`src/rtl/lsu.sv`:
```
// Load/store unit: takes one RV32I memory instruction at a time from decode.
// It checks the width code and the alignment, runs a single request/acknowledge
// bus transaction, and returns a formatted load result or an error pulse.
module lsu #(
  parameter int unsigned TIMEOUT = 255
) (
  input  logic        clk,
  input  logic        rst_n,
  input  logic        req_valid,
  output logic        req_ready,
  input  logic        is_store,
  input  logic [2:0]  funct3,
  input  logic [31:0] alu_data,
  input  logic [31:0] st_data,
  output logic        mem_req,
  output logic        mem_we,
  output logic [31:0] mem_addr,
  output logic [31:0] mem_wdata,
  output logic [3:0]  mem_be,
  input  logic        mem_ack,
  input  logic [31:0] mem_rdata,
  output logic        done,
  output logic [31:0] ld_data,
  output logic        err,
  output logic [1:0]  err_cause
);

  // The bus aborts on the last BUS cycle of the budget that has no acknowledge.
  localparam logic [7:0] TMO_LAST = 8'(TIMEOUT - 1);

  typedef enum logic [1:0] {IDLE, BUS, RESP, ERR} state_t;
  typedef enum logic [1:0] {
    CAUSE_NONE     = 2'b00,
    CAUSE_MISALIGN = 2'b01,
    CAUSE_ILLEGAL  = 2'b10,
    CAUSE_TIMEOUT  = 2'b11
  } cause_t;

  state_t      state, next_state;
  logic        accept, illegal, misaligned, ack_hit, timed_out;
  logic [7:0]  tmo_cnt;
  logic [2:0]  op_funct3;   // width code of the transaction in flight
  logic [1:0]  op_off;      // byte offset of the transaction in flight

  // Byte enables for a store: the lane mask is shifted to the byte offset.
  function automatic logic [3:0] store_be(input logic [2:0] f3, input logic [1:0] off);
    case (f3[1:0])
      2'b00:   return 4'b0001 << off;
      2'b01:   return 4'b0011 << off;
      default: return 4'b1111;
    endcase
  endfunction

  // Store data is replicated across every lane so the memory only needs byte enables.
  function automatic logic [31:0] store_wdata(input logic [2:0] f3, input logic [31:0] data);
    case (f3[1:0])
      2'b00:   return {4{data[7:0]}};
      2'b01:   return {2{data[15:0]}};
      default: return data;
    endcase
  endfunction

  // Pick the addressed byte/halfword out of the bus word and extend it to 32 bits.
  function automatic logic [31:0] load_format(input logic [2:0] f3, input logic [1:0] off,
                                              input logic [31:0] rdata);
    logic [7:0]  b;
    logic [15:0] h;
    b = rdata[8*off +: 8];
    h = rdata[16*off[1] +: 16];
    case (f3)
      3'b000:  return {{24{b[7]}}, b};
      3'b001:  return {{16{h[15]}}, h};
      3'b100:  return {24'b0, b};
      3'b101:  return {16'b0, h};
      default: return rdata;
    endcase
  endfunction

  // Request qualification and bus-phase events.
  always_comb begin
    accept     = req_valid & req_ready;
    illegal    = (funct3 == 3'b011) || (funct3[2:1] == 2'b11) || (is_store && funct3[2]);
    misaligned = ((funct3[1:0] == 2'b01) && alu_data[0]) ||
                 ((funct3[1:0] == 2'b10) && (alu_data[1:0] != 2'b00));
    ack_hit    = (state == BUS) && mem_ack;
    timed_out  = (state == BUS) && !mem_ack && (tmo_cnt == TMO_LAST);
  end

  // Next-state logic; an acknowledge on the final budget cycle still completes normally.
  always_comb begin
    // NOTE: assigning a default before the case keeps every path driven, so no latch is inferred.
    next_state = state;
    unique case (state)
      IDLE:    if (accept) next_state = (illegal || misaligned) ? ERR : BUS;
      BUS:     if (ack_hit) next_state = RESP;
               else if (timed_out) next_state = ERR;
      RESP:    next_state = IDLE;
      ERR:     next_state = IDLE;
      default: next_state = IDLE;
    endcase
  end

  // State register.
  always_ff @(posedge clk or negedge rst_n) begin
    // NOTE: state elements use non-blocking assignments so every flop samples pre-edge values.
    if (!rst_n) state <= IDLE;
    else        state <= next_state;
  end

  // Registered outputs, latched command and timeout counter.
  always_ff @(posedge clk or negedge rst_n) begin
    if (!rst_n) begin
      req_ready <= 1'b0;
      mem_req   <= 1'b0;
      mem_we    <= 1'b0;
      mem_addr  <= '0;
      mem_wdata <= '0;
      mem_be    <= '0;
      done      <= 1'b0;
      err       <= 1'b0;
      err_cause <= CAUSE_NONE;
      ld_data   <= '0;
      tmo_cnt   <= '0;
      op_funct3 <= '0;
      op_off    <= '0;
    end else begin
      req_ready <= (next_state == IDLE);
      done      <= 1'b0;
      err       <= 1'b0;
      case (state)
        IDLE: begin
          if (accept) begin
            if (illegal) begin
              err       <= 1'b1;
              err_cause <= CAUSE_ILLEGAL;
            end else if (misaligned) begin
              err       <= 1'b1;
              err_cause <= CAUSE_MISALIGN;
            end else begin
              mem_req   <= 1'b1;
              mem_we    <= is_store;
              mem_addr  <= {alu_data[31:2], 2'b00};
              mem_be    <= is_store ? store_be(funct3, alu_data[1:0]) : 4'b1111;
              mem_wdata <= store_wdata(funct3, st_data);
              op_funct3 <= funct3;
              op_off    <= alu_data[1:0];
              tmo_cnt   <= '0;
            end
          end
        end
        BUS: begin
          if (mem_ack) begin
            mem_req <= 1'b0;
            done    <= 1'b1;
            if (!mem_we) ld_data <= load_format(op_funct3, op_off, mem_rdata);
          end else if (tmo_cnt == TMO_LAST) begin
            mem_req   <= 1'b0;
            err       <= 1'b1;
            err_cause <= CAUSE_TIMEOUT;
          end else begin
            tmo_cnt <= tmo_cnt + 8'd1;
          end
        end
        default: ;
      endcase
    end
  end

endmodule

```
`config.mk`:
```
export PLATFORM = sky130hd
export DESIGN_NAME = lsu
export DESIGN_NICKNAME = d
export VERILOG_FILES = /design/src/rtl/lsu.sv
export SDC_FILE = /design/constraint.sdc
export NUM_CORES = 1
export LEC_CHECK = 0
export ABC_AREA = 1
export BUFFER_PORTS_ARGS = -buffer_cell sky130_fd_sc_hd__buf_2
export CORE_MARGIN = 2
export CORE_UTILIZATION = 54
export DETAILED_ROUTE_END_ITERATION = 10
export PLACE_DENSITY_LB_ADDON = 0.25
export SYNTH_ARGS = -nofsm -noshare
export SYNTH_HDL_FRONTEND = slang
export SYNTH_SLANG_ARGS = --single-unit
```
`constraint.sdc`:
```
create_clock -name clk -period 2.4 [get_ports clk]
set_input_delay 0.24 -clock clk [delete_from_list [all_inputs] [get_ports clk]]
set_output_delay 0.24 -clock clk [all_outputs]
set_load 0.1 [all_outputs]
```
==> insert_results.sql <==
INSERT INTO impl_metrics (metric_group, metric, value, unit) VALUES
('die', 'ioPinCount', '211', ''),
('detailed_routing', 'average_wire_per_cell_in_the_routed_design', '14.5', 'um'),
('setup_path', 'critical_path.endpoint', 'ld_data[1]', ''),
('setup_path', 'worstSetupEndpointType', 'register', ''),
('placement', 'hpwlAfterDp', '11.3', 'mm'),
('worst_hold_path', 'min_delay_path_depth', '3', ''),
('timing', 'finalCritPeriodShare', '80.7', '%'),
('timing', 'slew-limit-headroom', '55.3', '%'),
('global_routing', 'first_global_vias', '5821', ''),
('timing', 'clock_skew', '0.00716', 'ns'),
('die', 'chipHeight', '109', 'um'),
('yosys', 'synth.avg_cell_area', '7.65', 'um^2'),
('setup_path', 'critPathKind', 'reg -> reg', ''),
('detailed_routing', 'detail_route.first_pass.iterations', '5', ''),
('global_routing', 'grt_first_pass_wirelength', '27.3', 'mm'),
('die', 'placementRows', '38', ''),
('detailed_routing', 'route.detailed.vias_per_inst', '5.17', ''),
('placement', 'gp_routability_congestion', '0.861', ''),
('global_routing', 'global_route.peak_usage_layer', 'met2', ''),
('clocking', 'cts-htree-levels', '4', ''),
('global_routing', 'use_met2', '48.7', '%'),
('global_routing', 'globalRouteTotalUtil', '29.6', '%'),
('setup_path', 'crit_fanout', '12', ''),
('setup_path', 'crit-reg2reg-capture', 'ld_data[1]', ''),
('setup_path', 'timing.rr.start', 'state[1]', ''),
('global_routing', 'grt.met3_usage', '8.55', '%'),
('layout', 'layout_stage_area_growth_over_the_synthesis_result', '34.6', '%'),
('timing', 'worst-slew-pin-transition', '0.670', 'ns'),
('clocking', 'cts.path.max_buffers', '2', ''),
('die', 'die_width', '109', 'um'),
('clocking', 'cts_post_setup_buffers_inserted', '0', ''),
('layout', 'drive_above_1_share', '25.8', '%'),
('detailed_routing', 'vias', '6019', ''),
('setup_path', 'worstSetupStartpointType', 'register', ''),
('detailed_routing', 'drc_errors', '0', ''),
('detailed_routing', 'detail_route.wirelength', '16.9', 'mm'),
('yosys', 'yosysUniqueCellTypes', '30', ''),
('placement', 'placedCellCount', '1093', ''),
('yosys', 'yosys_register_bits', '120', ''),
('yosys', 'synth_seq_area_share', '50.8', '%'),
('clocking', 'clock-root-buffer', 'clkbuf_8', ''),
('global_routing', 'groute.layer.met1.usage', '37.5', '%'),
('worst_hold_path', 'timing.hold.worst.class', 'in -> reg', ''),
('clocking', 'worst_skew_pair.late_latency', '0.51', 'ns'),
('die', 'design.core.area', '10700', 'um^2'),
('timing', 'report.final.setup_viol', '0', ''),
('layout', 'layout.nets', '1117', ''),
('timing', 'post-route-min-period', '1.94', 'ns'),
('detailed_routing', 'ant_nets', '0', ''),
('layout', 'layout.cells.non_filler', '1164', ''),
('layout', 'antenna_cells', '0', ''),
('detailed_routing', 'first_iter_violations', '440', ''),
('clocking', 'tritoncts', 'yes', ''),
('timing', 'setup-tns-final', '0', 'ns'),
('clocking', 'cts_inserted_buffers', '17', ''),
('setup_path', 'r2r_setup_slack', '0.46', 'ns'),
('timing', 'timing.final.hold_violations', '0', ''),
('global_routing', 'grt_antenna_before_repair', '0', ''),
('die', 'die_area', '11800', 'um^2'),
('setup_path', 'timing.critical_path.from', 'state[1]', ''),
('timing', 'rsz_0062_raised_after_global_routing', 'no', ''),
('setup_path', 'r2r_cells', '8', ''),
('clocking', 'cts.sink_count', '120', ''),
('timing', 'timing.final.max_slew_violations', '0', ''),
('placement', 'numPortBuffers', '208', ''),
('status', 'outcome', 'finished clean', ''),
('yosys', 'postSynthCellCount', '773', ''),
('global_routing', 'grt_start_max_net_pins', '95', ''),
('run', 'max_cap_viol_count', '0', ''),
('setup_path', 'cp.required', '2.85', 'ns'),
('yosys', 'yosys_warnings', '0', ''),
('clocking', 'worst_setup_hold_path_clk_slew', '0.06', 'ns'),
('yosys', 'netlist_area', '5920', 'um^2'),
('setup_path', 'worst_ep_arrival_time', '2.39', 'ns'),
('timing', 'fmaxAchievable', '0.516', 'GHz'),
('global_routing', 'grt_overflow', '0', ''),
('die', 'initial_utilization', '55.1', '%');
==> Yosys cell counts <==
master,n,area (um^2)
nand2_1,311,1170
dfrtp_1,120,3000
nor2_1,62,233
inv_1,59,221
nand3_1,42,210
o21ai_0,37,185
a21oi_1,28,140
o21bai_1,17,128
buf_2,16,80.1
o21ai_1,16,80.1
clkbuf_1,12,45.0
o211ai_1,7,52.6
buf_6,6,67.6
mux2i_1,6,60.1
nand4_1,6,37.5
nand2_2,5,31.3
buf_4,4,30.0
nor2_2,3,18.8
a21boi_0,2,15.0
ha_1,2,25.0
inv_2,2,7.51
nand3_2,2,20.0
conb_1,1,3.75
inv_4,1,6.26
nand3b_1,1,7.51
nor3_2,1,10.0
o2111ai_1,1,8.76
o22ai_1,1,6.26
or2_2,1,6.26
xnor2_1,1,8.76
==> flip-flops by register name, indices dropped and copies added, names as in the netlist <==
name,flops
ld_data,32
mem_wdata,32
mem_addr,30
tmo_cnt,8
mem_be,4
op_funct3,3
err_cause,2
op_off,2
state,2
done,1
err,1
mem_req,1
mem_we,1
req_ready,1
==> critical path: stages (launching register included) <==
cell     delay (ns)
dfrtp_1        0.39
inv_1          0.08
nand2_1        0.29
nor3_4         0.37
buf_4          0.23
inv_1          0.20
a21oi_1        0.17
nand2_1        0.09
nand2_1        0.06
==> stage by stage <==
stage | hold slack, ns | cell area [um^2] | utilization, % | setup WS (ns)
after floorplan | -0.0556 | 5920 | - | 0.566
final | 0.0238 | 7970 | 74.1 | 0.462
after CTS | 0.00343 | 7970 | 74.1 | 0.458
after global routing | 0.0112 | 7970 | 74.1 | 0.275
after global placement | 0.184 | 7020 | 65.3 | 0.520
after detailed placement | 0.186 | 7020 | 65.3 | 0.489
==> layout make-up <==
| type | count | area, um^2 |
|---|---|---|
| sequential | 120 | 3000 |
| multi-input combinational | 554 | 2470 |
| inverter | 62 | 235 |
| clock buffer | 17 | 414 |
| tap | 140 | 175 |
| timing repair buffer | 256 | 1530 |
| clock inverter | 15 | 141 |
| fill | 806 | 2780 |
==> placed cells by master (no fill, tap or decap), drive strengths merged <==
master,synthesis,final
nand2,316,316
buf,26,217
dfrtp,120,120
inv,62,68
nor2,65,65
o21ai,53,53
nand3,44,44
dlygate4sd3,0,39
a21oi,28,28
o21bai,17,17
clkbuf,12,17
o211ai,7,7
nand4,6,6
mux2i,6,6
clkinv,0,6
a21boi,2,2
ha,2,2
conb,1,2
clkinvlp,0,2
o2111ai,1,1
nor3,1,1
nand3b,1,1
o22ai,1,1
xnor2,1,1
or2,1,1
bufinv,0,1
==> timing repair <==
action | in CTS | in global routing
gates resized for setup | 0 | 0
hold buffers | 39 | 0
hold endpoints to repair | 64 | 0
==> layer usage <==
layer  vias up  part of all wire (%)
li1       2912                     -
met3        41                   7.5
met5         -                     0
met1      2823                    41
met2       243                    49
met4         0                   2.4
==> how the worst min path moves through the flow <==
| stage | from | to |
|---|---|---|
| 5_1_grt | st_data[17] | mem_wdata[17] |
| 3_5_place_dp | rst_n | mem_wdata[27] |
| 4_1_cts | st_data[7] | mem_wdata[7] |
| 6_report | st_data[24] | mem_wdata[24] |
| 2_1_floorplan | rst_n | done |
| 3_3_place_gp | rst_n | mem_wdata[27] |
==> cells by family after synthesis <==
| family | count (synthesis) | synth area share [%] |
|---|---|---|
| other | 1 | 0.0634 |
| adder cells (fa/ha/maj) | 2 | 0.423 |
| AND/OR/NAND/NOR | 434 | 29.4 |
| AO/OA/AOI/OAI | 109 | 10.4 |
| XOR/XNOR | 1 | 0.148 |
| buffers and inverters | 100 | 7.74 |
| flip-flops | 120 | 50.8 |
| multiplexers | 6 | 1.02 |
Power is not shown: default switching activity piles up to over one toggle a cycle in this logic, so the estimate is an artifact.
